`src/rtl/cpu_types_pkg.sv`:
```
// Shared CPU types used by the instruction cache.
//   word_t          : 32-bit machine word
//   ICACHE_SETS     : default number of direct-mapped frames
//   icache_frame_t  : one cache frame (valid, tag, data word)
//   icache_state_t  : cache controller states
package cpu_types_pkg;

    typedef logic [31:0] word_t;

    localparam int ICACHE_SETS = 16;

    // The tag field is sized for the smallest legal cache (2 sets, 29-bit
    // tag). Larger caches store their narrower tag zero-extended, so the
    // unused upper bits are constant and trim away.
    localparam int ICACHE_TAG_MAX_W = 29;

    typedef struct packed {
        logic                        valid;
        logic [ICACHE_TAG_MAX_W-1:0] tag;
        word_t                       data;
    } icache_frame_t;

    typedef enum logic {
        IDLE  = 1'b0,
        FETCH = 1'b1
    } icache_state_t;

endpackage

```
`src/rtl/icache_if.sv`:
```
// Instruction cache bus bundle.
//   Datapath side : imemREN, imemaddr (to cache); ihit, imemload (from cache)
//   Memory side   : iREN, iaddr (from cache); iwait, iload (to cache)
// Modport slave is the cache's view; modport master is the view of whatever
// drives the datapath request and answers the memory request.
interface icache_if;
    import cpu_types_pkg::*;

    logic  imemREN;
    word_t imemaddr;
    logic  ihit;
    word_t imemload;
    logic  iREN;
    word_t iaddr;
    logic  iwait;
    word_t iload;

    modport slave (
        input  imemREN, imemaddr, iwait, iload,
        output ihit, imemload, iREN, iaddr
    );

    modport master (
        output imemREN, imemaddr, iwait, iload,
        input  ihit, imemload, iREN, iaddr
    );

endinterface

```
`src/rtl/icache.sv`:
```
// Direct-mapped, one-word-per-frame instruction cache.
//   CLK : rising-edge clock
//   RST : asynchronous active-high reset (clears valid bits, FSM, miss address)
//   bus : icache_if.slave -- datapath request/response and memory fill port
// Hits are answered combinationally in IDLE. A miss latches the word address
// and moves to FETCH, which holds iREN until iwait drops, writes the frame on
// that edge and returns to IDLE, where the request is re-evaluated and hits.
module icache
    import cpu_types_pkg::*;
#(
    parameter int SETS = ICACHE_SETS
) (
    input  logic     CLK,
    input  logic     RST,
    icache_if.slave  bus
);

    localparam int IW = $clog2(SETS);
    localparam int TW = 30 - IW;

    icache_state_t state_reg, state_next;
    word_t         miss_addr_reg, miss_addr_next;
    logic          fill_en;

    logic [IW-1:0] rd_index, fill_index;
    logic [TW-1:0] rd_tag, fill_tag;

    icache_frame_t frames [SETS];

    // Byte-offset bits of the request are meaningless for word fetches.
    logic unused_addr_bits;
    assign unused_addr_bits = ^bus.imemaddr[1:0];

    assign rd_index   = bus.imemaddr[IW+1:2];
    assign rd_tag     = bus.imemaddr[31:IW+2];
    assign fill_index = miss_addr_reg[IW+1:2];
    assign fill_tag   = miss_addr_reg[31:IW+2];

    // One register per frame. Only the valid bit is reset; tag and data are
    // qualified by it and need no reset.
    for (genvar gi = 0; gi < SETS; gi++) begin : g_frame
        icache_frame_t frame_reg;

        always_ff @(posedge CLK or posedge RST) begin
            if (RST) begin
                frame_reg.valid <= 1'b0;
            end else if (fill_en && fill_index == IW'(gi)) begin
                frame_reg <= '{valid: 1'b1,
                               tag:   ICACHE_TAG_MAX_W'(fill_tag),
                               data:  bus.iload};
            end
        end

        assign frames[gi] = frame_reg;
    end

    always_ff @(posedge CLK or posedge RST) begin
        if (RST) begin
            state_reg     <= IDLE;
            miss_addr_reg <= '0;
        end else begin
            state_reg     <= state_next;
            miss_addr_reg <= miss_addr_next;
        end
    end

    always_comb begin
        state_next     = state_reg;
        miss_addr_next = miss_addr_reg;
        fill_en        = 1'b0;
        bus.ihit       = 1'b0;
        bus.imemload   = '0;
        bus.iREN       = 1'b0;
        bus.iaddr      = '0;

        case (state_reg)
            IDLE: begin
                bus.ihit = bus.imemREN && frames[rd_index].valid &&
                           frames[rd_index].tag == ICACHE_TAG_MAX_W'(rd_tag);
                if (bus.ihit) begin
                    bus.imemload = frames[rd_index].data;
                end else if (bus.imemREN) begin
                    miss_addr_next = {bus.imemaddr[31:2], 2'b00};
                    state_next     = FETCH;
                end
            end
            FETCH: begin
                // The fill always completes for the latched address, whatever
                // the datapath does meanwhile; IDLE always follows a fill, so
                // back-to-back iREN requests cannot occur.
                bus.iREN  = 1'b1;
                bus.iaddr = miss_addr_reg;
                if (!bus.iwait) begin
                    fill_en    = 1'b1;
                    state_next = IDLE;
                end
            end
            default: state_next = IDLE;
        endcase
    end

endmodule

```
`src/flat_wrapper.sv`:
```
// flat-port wrapper written by rule: the top's interface ports become plain ports
module icache_flat import cpu_types_pkg::*;
#(
    parameter int SETS = ICACHE_SETS
)
  (CLK, RST, bus_imemREN, bus_imemaddr, bus_iwait, bus_iload, bus_ihit, bus_imemload, bus_iREN, bus_iaddr);
  icache_if bus_i ();
  input  logic CLK;
  input  logic RST;
  input wire logic [$bits(bus_i.imemREN)-1:0] bus_imemREN;
  input wire logic [$bits(bus_i.imemaddr)-1:0] bus_imemaddr;
  input wire logic [$bits(bus_i.iwait)-1:0] bus_iwait;
  input wire logic [$bits(bus_i.iload)-1:0] bus_iload;
  output wire logic [$bits(bus_i.ihit)-1:0] bus_ihit;
  output wire logic [$bits(bus_i.imemload)-1:0] bus_imemload;
  output wire logic [$bits(bus_i.iREN)-1:0] bus_iREN;
  output wire logic [$bits(bus_i.iaddr)-1:0] bus_iaddr;
  assign bus_i.imemREN = bus_imemREN;
  assign bus_i.imemaddr = bus_imemaddr;
  assign bus_i.iwait = bus_iwait;
  assign bus_i.iload = bus_iload;
  assign bus_ihit = bus_i.ihit;
  assign bus_imemload = bus_i.imemload;
  assign bus_iREN = bus_i.iREN;
  assign bus_iaddr = bus_i.iaddr;
  icache #(.SETS(SETS)) u_core (.CLK(CLK), .RST(RST), .bus(bus_i));
endmodule
```
`config.mk`:
```
export PLATFORM = sky130hd
export DESIGN_NAME = icache_flat
export DESIGN_NICKNAME = d
export VERILOG_FILES = /design/src/rtl/cpu_types_pkg.sv /design/src/rtl/icache_if.sv /design/src/rtl/icache.sv /design/src/flat_wrapper.sv
export SDC_FILE = /design/constraint.sdc
export NUM_CORES = 1
export LEC_CHECK = 0
export BUFFER_PORTS_ARGS = -buffer_cell sky130_fd_sc_hd__buf_2
export CORE_ASPECT_RATIO = 0.6
export CORE_MARGIN = 2
export CORE_UTILIZATION = 47
export CTS_CLUSTER_SIZE = 16
export DETAILED_ROUTE_END_ITERATION = 8
export MAX_ROUTING_LAYER = met4
export SYNTH_ARGS = -nofsm -noshare
export SYNTH_HDL_FRONTEND = slang
export SYNTH_SLANG_ARGS = --single-unit
```
`constraint.sdc`:
```
create_clock -name CLK -period 4.5 [get_ports CLK]
set_clock_uncertainty 0.2 [all_clocks]
set_input_delay 0.225 -clock CLK [delete_from_list [all_inputs] [get_ports CLK]]
set_output_delay 0.225 -clock CLK [all_outputs]
set_load 0.1 [all_outputs]
```
==> flow_metrics.tcl, run 1 <==
set metrics [dict create \
    cp.arrival_ns 3.97 \
    avgSynthCellArea_um2 20.64 \
    finalCriticalPeriod_ns 4.393 \
    start_util 0.4755 \
    p_leak_nw 14.74 \
    port_buffers 129 \
    cp_num_buf_inv 2 \
    syn-cell-area_um2 38840 \
    grt_start_max_net_pins 87 \
    final_common_cell "edfxtp_1" \
    dieHeight_um 226.7 \
    timing.setup.tns_ns 0 \
    vias_per_cell 6.002 \
    tightest_slew_ns 1.021 \
    drv_cap 0 \
    crit_path_end_kind "primary output" \
    rows 81 \
    rsz0062_at_grt "yes" \
    insertion_delay_ns 0.65 \
    critical_path_class "reg2out" \
    drtIter0Drc 2167 \
    coreArea_um2 81690 \
    layout_common_cells "edfxtp_1, mux4_2, buf_2" \
    grt_pass1_wl_um 135400 \
    register_area_um2 29040 \
    yosysSeqAreaShare 0.7477 \
    p_sw_frac 0.2390 \
    power_mw 20.06 \
    hp-class "in2reg" \
    clkSlewWorstSetupHoldPaths_ns 0.07 \
    final_util 0.5544 \
    drt_first_pass_iters 6 \
    switching_power_mw 4.795 \
    crit_path_start_kind "register" \
    critical_path.max_stage_delay_ns 0.50 \
    cts.sinks 975 \
    dieWidth_um 375.1 \
    grt_usage 0.2267 \
    gr-total-overflow 0 \
    nNetsFinal 2184 \
    wl_per_cell_um 28.26 \
    numCtsBuffers 89 \
    setup_viol 0 \
    crit_family "multiplexers" \
    finalHoldViolCount 0 \
    cts_root_buffer "clkbuf_16" \
    ys.warnings.count 0 \
    antenna_found_initial 1 \
    clock_path_buffers 3 \
    intPower_mw 15.27 \
    p_comb_frac 0.089 \
    dpl_cell_area_um2 41800 \
    multi_input_area_um2 9310 \
    cts_tree "built" \
    place.gp.congestion 0.8370 \
    synthDistinctLibCells 55 \
    cellPowerDensity_nw_per_um2 443.0 \
    wl_um 92200 \
    netlist_instances 1882 \
    slew_violations 0 \
    ant_nets 0 \
    path_cells "mux4_2 > mux4_2 > xnor2_1 > nand4b_1 > a2111oi_2 > nand3_2 > nand4bb_4 > buf_12 > nor2b_1 > buf_12" \
    largest_register_ffs 944 \
    synthArstFlopShare 0.04821 \
    cp_max_fo 33 \
    slew_headroom 0.3179 \
    drive_gt1_frac 0.2895 \
    via_count 19590 \
    worst_path_max_delay_cell "mux4_2" \
    hpwl_um 48530 \
    synth_edf_count 928 \
    critPathRequiredTime_ns 4.07 \
    grt_pass1_vias 19700 \
    n_fill_cell 6105 \
    ioPinCount 134 \
    fin_area_um2 45290 \
    power_frac_seq 0.537 \
    fmax_ghz 0.2276 \
    ctsResizeCount 0 \
    die_area_um2 85040 \
    status "completed" \
    ys_seq_elements 975 \
    period_share 0.9763 \
    h-tree-depth 3 \
    drc_errors 0 \
    ir_worst_vdd_mv 0.2522 \
    clkPwrFrac 0.374 \
    synth_flop_cell "edfxtp_1" \
    areaGrowthSynthToFinish_pct 16.59 \
]
power groups by stage:
stage,clock network (mW),registers (mW),logic [mW]
2_1_floorplan,0,10.8,1.26
3_3_place_gp,0,10.9,1.72
3_5_place_dp,0,11.0,1.76
4_1_cts,7.66,10.8,1.81
5_1_grt,7.99,10.8,1.92
6_report,7.50,10.8,1.80
cell usage after synthesis (3+ instances only):
library cell	n	area (um2)
xor2_1	13	113.9
xnor2_1	23	201.4
nor2b_1	38	237.7
o21ai_0	6	30.03
nand4_1	6	37.54
and2_1	35	219.0
nand2b_1	4	25.02
o211ai_1	37	277.8
buf_1	16	60.06
mux2_2	11	123.9
a22oi_1	5	37.54
buf_4	13	97.59
mux2i_1	66	660.6
or4_1	31	232.7
inv_1	35	131.4
edfxtp_1	928	27870
a221oi_1	7	61.31
o21bai_1	4	30.03
and3_1	4	25.02
a21oi_1	3	15.01
nor3_1	5	25.02
nand3_1	38	190.2
clkbuf_1	64	240.2
buf_6	8	90.09
mux4_2	250	5630
nor4b_1	5	43.79
nand2_1	22	82.58
nor2_1	63	236.5
buf_2	17	85.08
dfrtp_1	47	1176
a31oi_1	31	193.9
a21o_1	13	97.59
path summary, 6_finish.rpt:
| kind | slack (ns) | to | cells after the start | from |
|---|---|---|---|---|
| max | 0.11 | bus_imemload[31] | 10 | u_core.frames[49]$_DFFE_PP_ |
| min | 0.05 | u_core.miss_addr_reg[5]$_DFFE_PP0P_ | 4 | bus_imemaddr[5] |
| max reg2reg | 0.53 | u_core.state_reg$_DFF_PP0_ | 11 | u_core.frames[49]$_DFFE_PP_ |
| min reg2reg | 0.25 | u_core.frames[557]$_DFFE_PP0P_ | 1 | u_core.frames[557]$_DFFE_PP0P_ |
| max in group asynchronous | 2.89 | u_core.miss_addr_reg[20]$_DFFE_PP0P_ | 5 | RST |
| min in group asynchronous | 0.38 | u_core.miss_addr_reg[4]$_DFFE_PP0P_ | 4 | RST |
logic make-up after synthesis:
kind of cell              Yosys count  share of synthesized area
DFF                               975                     0.7477
muxes                             327                     0.1651
and+or+nand+nor                   263                    0.03740
buffers and inverters             155                    0.01833
AOI/OAI and AO/OA                 125                    0.02326
xor gates and xnor gates           36                   0.008117
other                               1                 0.00009654
layout make-up:
type	instances	area share
multi-input cells	753	0.2056
inverters	37	0.003122
clock buffers	111	0.05194
diodes	1	0.00005525
repair buffers	260	0.05733
flip-flops and latches	975	0.6413
well taps	1079	0.02981
clock inverters	47	0.01091
worst register-to-register path, delay by kind of cell, from the launching register on:
kind	cells	cell delay (ns)
DFF	1	0.36
and+or+nand+nor	3	0.66
AOI/OAI and AO/OA	2	0.42
muxes	2	0.98
xor gates and xnor gates	1	0.23
buffers and inverters	3	1.02
metrics by stage:
stage               instances  hold WS (ns)  setup slack, ns
finish                   3263       0.04528           0.1067
global route             3263       0.05005         -0.05415
CTS                      3261      0.007969          0.06036
detailed placement       3040      -0.07807           0.2781
global placement         3040      -0.08051           0.3656
floorplan                1883        0.1239          -0.8421
metal layers:
metal,wire length [um],global-route usage,vias to the layer above
li1,-,-,8261
met1,41250,0.3274,10540
met2,43880,0.3453,651
met3,5451,0.03610,139
met4,1616,0.04923,0
met5,0,-,-
timing repair:
action / CTS / global route
hold endpoints to repair: 596 / 0
buffers inserted: 0 / 1
setup endpoints to repair: 0 / 5
hold buffers: 63 / 0
(Power assumes the default switching activity.)
==> inputs of run 2 (changes only) <==
--- a/config.mk
+++ b/config.mk
@@ -8,9 +8,10 @@
 export BUFFER_PORTS_ARGS = -buffer_cell sky130_fd_sc_hd__buf_2
 export CORE_ASPECT_RATIO = 0.6
 export CORE_MARGIN = 2
-export CORE_UTILIZATION = 47
+export CORE_UTILIZATION = 35
 export CTS_CLUSTER_SIZE = 16
 export DETAILED_ROUTE_END_ITERATION = 8
+export GPL_TIMING_DRIVEN = 1
 export MAX_ROUTING_LAYER = met4
 export SYNTH_ARGS = -nofsm -noshare
 export SYNTH_HDL_FRONTEND = slang
==> run 2 against run 1 <==
- final area rose by 2.5%
- setup slack better by 0.046 ns
- final cell count increased by 14%
- count of clock-buffer cells in the layout grew 2
- sequential share of layout area shrank 1.5 points
- maximum frequency grew 1.1%
- via count grew 0.62%
- highest routed layer unchanged
==> flow_metrics.tcl, run 2 (synthesis gave the netlist of run 1 again) <==
set metrics [dict create \
    status "completed" \
    drv_cap 0 \
    crit_path_start_kind "register" \
    critPathRequiredTime_ns 4.07 \
    rsz0062_at_grt "no" \
    critPathMostFrequentCell "buf_12" \
    slew_headroom 0.2480 \
    crit_path_end_kind "primary output" \
    power_mw 20.74 \
    rows 94 \
    die_area_um2 113800 \
    fmax_ghz 0.2300 \
    clock_path_buffers 3 \
    nNetsFinal 2212 \
    period_share 0.9661 \
    fin_cells 3716 \
    vias_per_cell 5.304 \
    register_area_um2 29040 \
    slew_violations 0 \
    setup_viol 0 \
    areaGrowthSynthToFinish_pct 19.45 \
    final_common_cell "edfxtp_1" \
    start_util 0.3536 \
    numCtsBuffers 96 \
    reg2reg_slack_ns 0.28 \
    multi_input_area_um2 9319 \
    dieHeight_um 262.1 \
    finalHoldViolCount 0 \
    drt_first_pass_iters 5 \
    h-tree-depth 3 \
    port_buffers 129 \
    path_cells "mux4_2 > mux2i_1 > xnor2_1 > o41ai_2 > nand4_1 > nor3_1 > nand4bb_4 > buf_12 > nor2b_1 > buf_12" \
    dieWidth_um 434.1 \
    worst_path_max_delay_cell "o41ai_2" \
    dpl.cell_count 3463 \
    tightest_slew_ns 1.125 \
    grt_usage 0.1727 \
    cp.arrival_ns 3.92 \
    finalWorstSetupSlack_ns 0.1526 \
    layout_common_cells "edfxtp_1, mux4_2, clkbuf_16" \
    critical_path_class "reg2out" \
    cp_num_buf_inv 2 \
    coreArea_um2 109900 \
    finalCriticalPeriod_ns 4.347 \
    place.gp.congestion 0.7967 \
    critical_path.max_stage_delay_ns 0.54 \
    ant_nets 0 \
    hpwl_um 53660 \
    crit_family "simple AND/OR/NAND/NOR gates" \
    gr-total-overflow 0 \
    cellPowerDensity_nw_per_um2 447.1 \
    ioPinCount 134 \
    cts_root_buffer "clkbuf_16" \
    hp-class "in2reg" \
    antenna_found_initial 3 \
    drc_errors 0 \
    n_fill_cell 9430 \
    insertion_delay_ns 0.66 \
    cts.sinks 975 \
    grt_start_max_net_pins 62 \
    largest_register_ffs 944 \
    drtIter0Drc 1770 \
    grt_pass1_vias 19930 \
    ir_worst_vdd_mv 0.2609 \
    p_leak_nw 15.04 \
    cp_max_fo 33 \
    wl_per_cell_um 25.72 \
    clkSlewWorstSetupHoldPaths_ns 0.06 \
    wl_um 95560 \
    pre_cts_ws_ns 0.2040 \
    cts_tree "built" \
    timing.setup.tns_ns 0 \
    via_count 19710 \
    grt_pass1_wl_um 138500 \
    drive_gt1_frac 0.3017 \
]
## run 2: final timing paths
kind,start,cells past startpoint,endpoint
worst max-delay path,u_core.frames[549]$_DFFE_PP_,10,bus_imemload[31]
worst min-delay path,bus_imemaddr[4],4,u_core.miss_addr_reg[4]$_DFFE_PP0P_
worst max register to register,u_core.frames[532]$_DFFE_PP_,10,u_core.miss_addr_reg[22]$_DFFE_PP0P_
worst min register to register,u_core.frames[433]$_DFFE_PP0P_,1,u_core.frames[433]$_DFFE_PP0P_
max in group asynchronous,RST,5,u_core.miss_addr_reg[9]$_DFFE_PP0P_
min in group asynchronous,RST,4,u_core.frames[123]$_DFFE_PP0P_
## run 2: metrics by stage
stage               hold WS (ns)  area (um2)    util
finish                    0.1040       46400  0.4224
global route              0.1023       46400  0.4224
CTS                      0.05911       46380  0.4223
detailed placement       0.03898       42470  0.3866
global placement         0.02670       42470  0.3866
floorplan                 0.1239       38940       -
## run 2: repair_timing
item                                    in CTS  in global routing
gates resized for setup                      0                  1
setup buffers                                0                  0
hold buffers                                71                  0
endpoints found under the setup margin       0                 24
endpoints found under the hold margin      597                  0
## run 2: final cells by class
| type | count | area share |
|---|---|---|
| Tap cell | 1488 | 0.04012 |
| Multi-Input combinational cell | 753 | 0.2008 |
| Timing Repair Buffer | 281 | 0.06086 |
| Antenna cell | 4 | 0.0002157 |
| Sequential cell | 975 | 0.6259 |
| Clock inverter | 65 | 0.01451 |
| Inverter | 37 | 0.003047 |
| Clock buffer | 113 | 0.05452 |
## run 2: layer usage
| metal | track usage | part of all wire | routed length [um] | up-vias |
|---|---|---|---|---|
| li1 | - | - | - | 8340 |
| met5 | - | 0 | 0 | - |
| met1 | 0.2338 | 0.43 | 41330 | 10590 |
| met3 | 0.03008 | 0.061 | 5819 | 123 |
| met2 | 0.2745 | 0.49 | 46590 | 656 |
| met4 | 0.03858 | 0.019 | 1824 | 0 |
## run 2: power breakdown
| part | internal, mW | switching, mW | total (mW) |
|---|---|---|---|
| Clock | 4.81 | 3.34 | 8.15 |
| Combinational | 0.649 | 1.18 | 1.83 |
| Sequential | 10.4 | 0.364 | 10.8 |
| Total | 15.9 | 4.88 | 20.7 |
## run 2: tightest hold or removal path, cell delays in order
cell and delay [ns]:
buf_8 0.18, buf_4 0.28, o211ai_1 0.13, nand3_1 0.07
